### src/rtl/mult_arbiter.sv
// Round-robin arbiter sharing one LSB-first shift-add multiplier among N requesters.
// One partial product per cycle; the tagged result is held until the consumer accepts it.
module mult_arbiter #(
    parameter int unsigned N = 4,
    parameter int unsigned W = 8,
    localparam int unsigned IDW = (N > 1) ? $clog2(N) : 1
) (
    input  logic             clk,
    input  logic             rst,
    input  logic [N-1:0]     req_valid,
    output logic [N-1:0]     req_ready,
    input  logic [N*W-1:0]   req_a,
    input  logic [N*W-1:0]   req_b,
    output logic             rsp_valid,
    input  logic             rsp_ready,
    output logic [IDW-1:0]   rsp_id,
    output logic [2*W-1:0]   rsp_data,
    output logic             busy
);

    localparam int unsigned CW = (W > 1) ? $clog2(W) : 1;
    localparam int unsigned PW = 2 * W;

    localparam logic [1:0] IDLE = 2'd0;
    localparam logic [1:0] RUN  = 2'd1;
    localparam logic [1:0] DONE = 2'd2;

    logic [1:0]     state;
    logic [1:0]     next_state;
    logic [IDW-1:0] ptr;
    logic [IDW-1:0] id;
    logic [CW-1:0]  cnt;
    logic [W-1:0]   a_sh;
    logic [PW-1:0]  b_sh;
    logic [PW-1:0]  acc;
    logic [PW-1:0]  acc_next;

    logic [N-1:0]   rot;
    logic [IDW:0]   sum;
    logic [IDW-1:0] grant;
    logic           any_valid;
    logic [W-1:0]   a_sel;
    logic [W-1:0]   b_sel;
    logic           accept;
    logic           last;

    // First valid requester at or after ptr, found via a rotated copy of req_valid.
    always_comb begin
        any_valid = 1'b0;
        grant     = '0;
        sum       = '0;
        rot       = N'({req_valid, req_valid} >> ptr);
        for (int k = 0; k < N; k++) begin
            if (!any_valid && rot[k]) begin
                any_valid = 1'b1;
                sum       = {1'b0, ptr} + (IDW+1)'(k);
                if (sum >= (IDW+1)'(N)) begin
                    sum = sum - (IDW+1)'(N);
                end
                grant = sum[IDW-1:0];
            end
        end
    end

    always_comb begin
        a_sel = '0;
        b_sel = '0;
        for (int i = 0; i < N; i++) begin
            if (grant == IDW'(i)) begin
                a_sel = req_a[i*W +: W];
                b_sel = req_b[i*W +: W];
            end
        end
    end

    assign accept    = (state == IDLE) && any_valid && !rst;
    assign req_ready = accept ? (N'(1) << grant) : '0;
    assign last      = (cnt == CW'(W - 1));
    assign acc_next  = a_sh[0] ? (acc + b_sh) : acc;
    assign rsp_valid = (state == DONE);
    assign busy      = (state != IDLE);

    always_ff @(posedge clk or posedge rst) begin
        if (rst) begin
            state <= IDLE;
        end else begin
            state <= next_state;
        end
    end

    always_comb begin
        next_state = state;
        case (state)
            IDLE:    if (accept) next_state = RUN;
            RUN:     if (last) next_state = DONE;
            DONE:    if (rsp_ready) next_state = IDLE;
            default: next_state = IDLE;
        endcase
    end

    // Operand capture, shift-add iteration, result latch and pointer advance.
    always_ff @(posedge clk or posedge rst) begin
        if (rst) begin
            ptr      <= '0;
            id       <= '0;
            cnt      <= '0;
            a_sh     <= '0;
            b_sh     <= '0;
            acc      <= '0;
            rsp_data <= '0;
            rsp_id   <= '0;
        end else begin
            case (state)
                IDLE: begin
                    if (accept) begin
                        a_sh <= a_sel;
                        b_sh <= {{W{1'b0}}, b_sel};
                        acc  <= '0;
                        id   <= grant;
                        cnt  <= '0;
                    end
                end
                RUN: begin
                    acc  <= acc_next;
                    a_sh <= a_sh >> 1;
                    b_sh <= b_sh << 1;
                    cnt  <= cnt + CW'(1);
                    if (last) begin
                        rsp_data <= acc_next;
                        rsp_id   <= id;
                    end
                end
                DONE: begin
                    if (rsp_ready) begin
                        ptr <= (id == IDW'(N - 1)) ? '0 : id + IDW'(1);
                    end
                end
                default: ;
            endcase
        end
    end

endmodule

### config.mk
export PLATFORM = sky130hd
export DESIGN_NAME = mult_arbiter
export DESIGN_NICKNAME = d
export VERILOG_FILES = /design/src/rtl/mult_arbiter.sv
export SDC_FILE = /design/constraint.sdc
export NUM_CORES = 1
export LEC_CHECK = 0
export CAP_MARGIN = 20
export CORE_ASPECT_RATIO = 1.75
export CORE_MARGIN = 4
export CORE_UTILIZATION = 46
export DETAILED_ROUTE_END_ITERATION = 8
export GPL_TIMING_DRIVEN = 0
export PLACE_DENSITY = 0.77
export SLEW_MARGIN = 15
export SYNTH_ARGS = -nofsm -noshare
export SYNTH_HDL_FRONTEND = slang
export SYNTH_SLANG_ARGS = --single-unit
export TNS_END_PERCENT = 5
### constraint.sdc
create_clock -name clk -period 2.5 [get_ports clk]
set_input_delay 0.5 -clock clk [delete_from_list [all_inputs] [get_ports clk]]
set_output_delay 0.5 -clock clk [all_outputs]
set_load 0.005 [all_outputs]
==> impl_metrics.py, run 1 <==
metrics = {
    "clock_network": {
        "clock_latency_ps": 340,
        "cts_tree": "done",
        "cts-root-buf": "clkbuf_16",
        "cts-hold-fix-buffers": 0,
        "cts_max_path_buffers": 2,
        "cts.clk_slew.worst_paths_ps": 50,
        "clock-sinks": 67,
        "cts_buffers": 9,
        "htreeDepth": 3,
    },
    "placement": {
        "dp_slack_ps": -1080,
        "place_congestion": 0.942,
        "placed_area_um2": 5190,
        "hpwl_um": 8710,
        "io_buffers": 94,
    },
    "sta": {
        "period_share_pct": 101,
        "max_slew.worst_pin.slew_ps": 842,
        "setup_ws_ps": -16.4,
        "max_slew_margin_pct": 43.9,
        "skew_ps": 3.42,
        "final-hold-violation-count": 0,
        "maxSlewViolCount": 0,
        "fin_crit_ps": 2520,
        "max_freq_mhz": 397,
        "rsz0062_at_grt": "true",
        "fin_tns_setup_ps": -19.4,
        "finalSetupViolCount": 2,
    },
    "critical_path": {
        "critPathSlowestCell": "a2111o_1",
        "cp_cell_sequence": "ha_2, fa_2, a211oi_4, o21ai_2, a2111o_1, nand2_2, xor2_2, a211oi_2, a21o_1",
        "slowest_delay_ps": 490,
        "cp-end-kind": "flop",
        "critPathBufInv": 0,
        "path_max_fanout": 3,
        "crit_required_ps": 2720,
        "cp_top_family": "compound AO/OA/AOI/OAI gates",
        "worst_setup_path_start_kind": "flop",
        "crit_arrival_ps": 2740,
        "worstSetupPathType": "reg2reg",
    },
    "detailed_routing": {
        "via_count": 3843,
        "routed_wl_um": 11600,
        "drc": 0,
        "firstDrtPassIters": 5,
        "drtIter0Drc": 248,
        "wire_per_inst_um": 17.4,
        "ant_nets": 0,
        "routed_via_density": 5.74,
    },
    "power_and_ir_drop": {
        "p_per_area_nw_per_um2": 1220,
        "p_clk_share_pct": 18.8,
        "internal_power_w": 0.00412,
        "p_sw_share_pct": 40.9,
        "seq_power_share_pct": 27.5,
        "p_leak_nw": 2.54,
        "power.switching_w": 0.00285,
        "combPwrFrac_pct": 53.7,
        "total_power_w": 0.00697,
        "vdd_drop_max_mv": 0.560,
    },
    "yosys": {
        "synth_ff_type": "dfrtp_1",
        "synthesis.area_um2": 4070,
        "yosys.area.top_type": "dfrtp_1",
        "synth.distinct_cells": 53,
        "synth-async-reset-ratio_pct": 100,
        "synth-seq-area-share_pct": 41.2,
        "ys_top_cells_by_area": "dfrtp_1, o21ai_0, mux2i_1, ha_1, nand2_1",
        "synth.avg_cell_area_um2": 9.48,
        "synth_seq_cells": 67,
        "ys_top_cells_by_count": "dfrtp_1, o21ai_0, nand2_1",
        "yosys_warnings": 0,
        "syn_nets": 519,
        "synth_edf_count": 0,
        "postSynthCellCount": 429,
        "synth_top_area_share_pct": 41.2,
        "yosysMostFrequentCell": "dfrtp_1",
    },
    "die": {
        "start_util_pct": 46.9,
        "dieArea_um2": 10500,
        "die_w_um": 79.1,
        "ioPinCount": 95,
        "placementRows": 45,
        "die_h_um": 132,
        "core_um2": 8670,
    },
    "layout": {
        "nNetsFinal": 637,
        "multi_input_area_um2": 2390,
        "diodes": 0,
        "seq_area_um2": 1680,
        "area_delta_synth_final_pct": 40.7,
        "nFillCells": 715,
        "final_area_um2": 5720,
        "layout-drive-gt1-share_pct": 14.9,
    },
    "global_route": {
        "grt_antenna_before_repair": 0,
        "gr-total-overflow": 0,
        "globalRouteTotalUtil_pct": 22.8,
        "grt_pass1_wl_um": 18900,
        "grt_max_degree": 57,
        "grt_pass1_vias": 4105,
    },
    "run_status": {
        "status": "complete, but fails checks",
        "violations": "setup timing",
    },
    "worst_hold_path": {
        "hp-class": "in2async",
    },
    "run": {
        "drv_cap": 0,
    },
}
-- metrics by stage --
step           utilization, %  hold slack (ps)  instances
4_1_cts                  65.5              256        668
5_1_grt                  66.0              277        669
2_1_floorplan               -              446        429
3_5_place_dp             59.8              470        641
3_3_place_gp             59.5              458        640
6_report                 66.0              251        669
-- timing repair --
item	4_1_cts	5_1_grt
gates resized for setup	46	10
buffers inserted	11	1
pin swaps	9	4
setup endpoints to repair	11	19
-- final timing paths --
path                       slack (ps)                     from  cells after the start                       end
max reg2reg                       -20      b_sh[0]$_DFFE_PP0P_                      9  rsp_data[10]$_DFFE_PP0P_
max                               -20      b_sh[0]$_DFFE_PP0P_                      9  rsp_data[10]$_DFFE_PP0P_
max in group asynchronous        1730                      rst                      3        acc[3]$_DFFE_PP0P_
min in group clk                  470  rsp_data[4]$_DFFE_PP0P_                      2   rsp_data[4]$_DFFE_PP0P_
min reg2reg                       470  rsp_data[4]$_DFFE_PP0P_                      2   rsp_data[4]$_DFFE_PP0P_
min                               250                      rst                      2        ptr[1]$_DFFE_PP0P_
-- flip-flops by register name, indices dropped and copies added (netlist names) --
register and cells:
a_sh 8, acc 16, b_sh 16, cnt 3, id 2, ptr 2
rsp_data 16, rsp_id 2, state 2
-- layer usage --
layer | up-vias | GRT usage [%] | routed length (µm)
li1 | 1825 | - | -
met3 | 37 | 4.22 | 551
met5 | - | 0 | 0
met1 | 1841 | 23.0 | 4210
met2 | 140 | 42.0 | 6330
met4 | 0 | 13.6 | 520
-- power groups by stage --
stage	Combinational (W)	Clock, W	Sequential [W]
final	0.00374	0.00131	0.00192
after floorplan	0.00238	0	0.00183
after global placement	0.00331	0	0.00189
after global routing	0.00411	0.00135	0.00198
after CTS	0.00366	0.00131	0.00191
after detailed placement	0.00342	0	0.00191
-- kinds of logic (layout without fill, tap and decap cells) --
family	Yosys count	count (layout)	share of synthesized area, %
and+or+nand+nor	97	97	10.8
DFF	67	67	41.2
muxes	37	37	9.44
AOI/OAI and AO/OA	164	164	26.6
adders and majority gates	19	19	6.03
xor gates and xnor gates	13	13	2.80
buffers and inverters	32	155	3.17
-- cell usage in the layout (no fill, tap or decap), drive strengths merged, types with 4 or more instances in the layout --
master,netlist,routed
clkdlybuf4s50,0,85
o21ai,70,70
dfrtp,67,67
nand2,53,53
clkbuf,19,34
mux2i,26,26
buf,7,22
a22o,19,19
nor2,19,19
ha,18,18
a21oi,16,16
a22oi,13,13
mux2,11,11
a31oi,10,10
a21o,8,8
xnor2,8,8
dlygate4sd2,0,6
inv,6,6
a211oi,6,6
xor2,5,5
o31ai,5,5
o21bai,4,4
nor3,4,4
nand3,4,4
nor2b,4,4
-- layout make-up --
| cell class | count | area share [%] |
|---|---|---|
| timing repair buffer | 107 | 18.3 |
| clock inverter | 1 | 0.525 |
| clock buffer | 15 | 4.85 |
| tap | 117 | 2.56 |
| buffer | 26 | 2.32 |
| multi-input combinational | 330 | 41.7 |
| inverter | 6 | 0.437 |
| sequential | 67 | 29.3 |
Note: power is estimated with default switching activity, not from simulation.
==> run 2: changes to the inputs <==
--- a/config.mk
+++ b/config.mk
@@ -11,6 +11,7 @@
 export CORE_UTILIZATION = 46
 export DETAILED_ROUTE_END_ITERATION = 8
 export GPL_TIMING_DRIVEN = 0
+export HOLD_SLACK_MARGIN = 0.08
 export PLACE_DENSITY = 0.77
 export SLEW_MARGIN = 15
 export SYNTH_ARGS = -nofsm -noshare
==> results of run 2 <==
Final layout, timing and power as in run 1 (identical DEF).
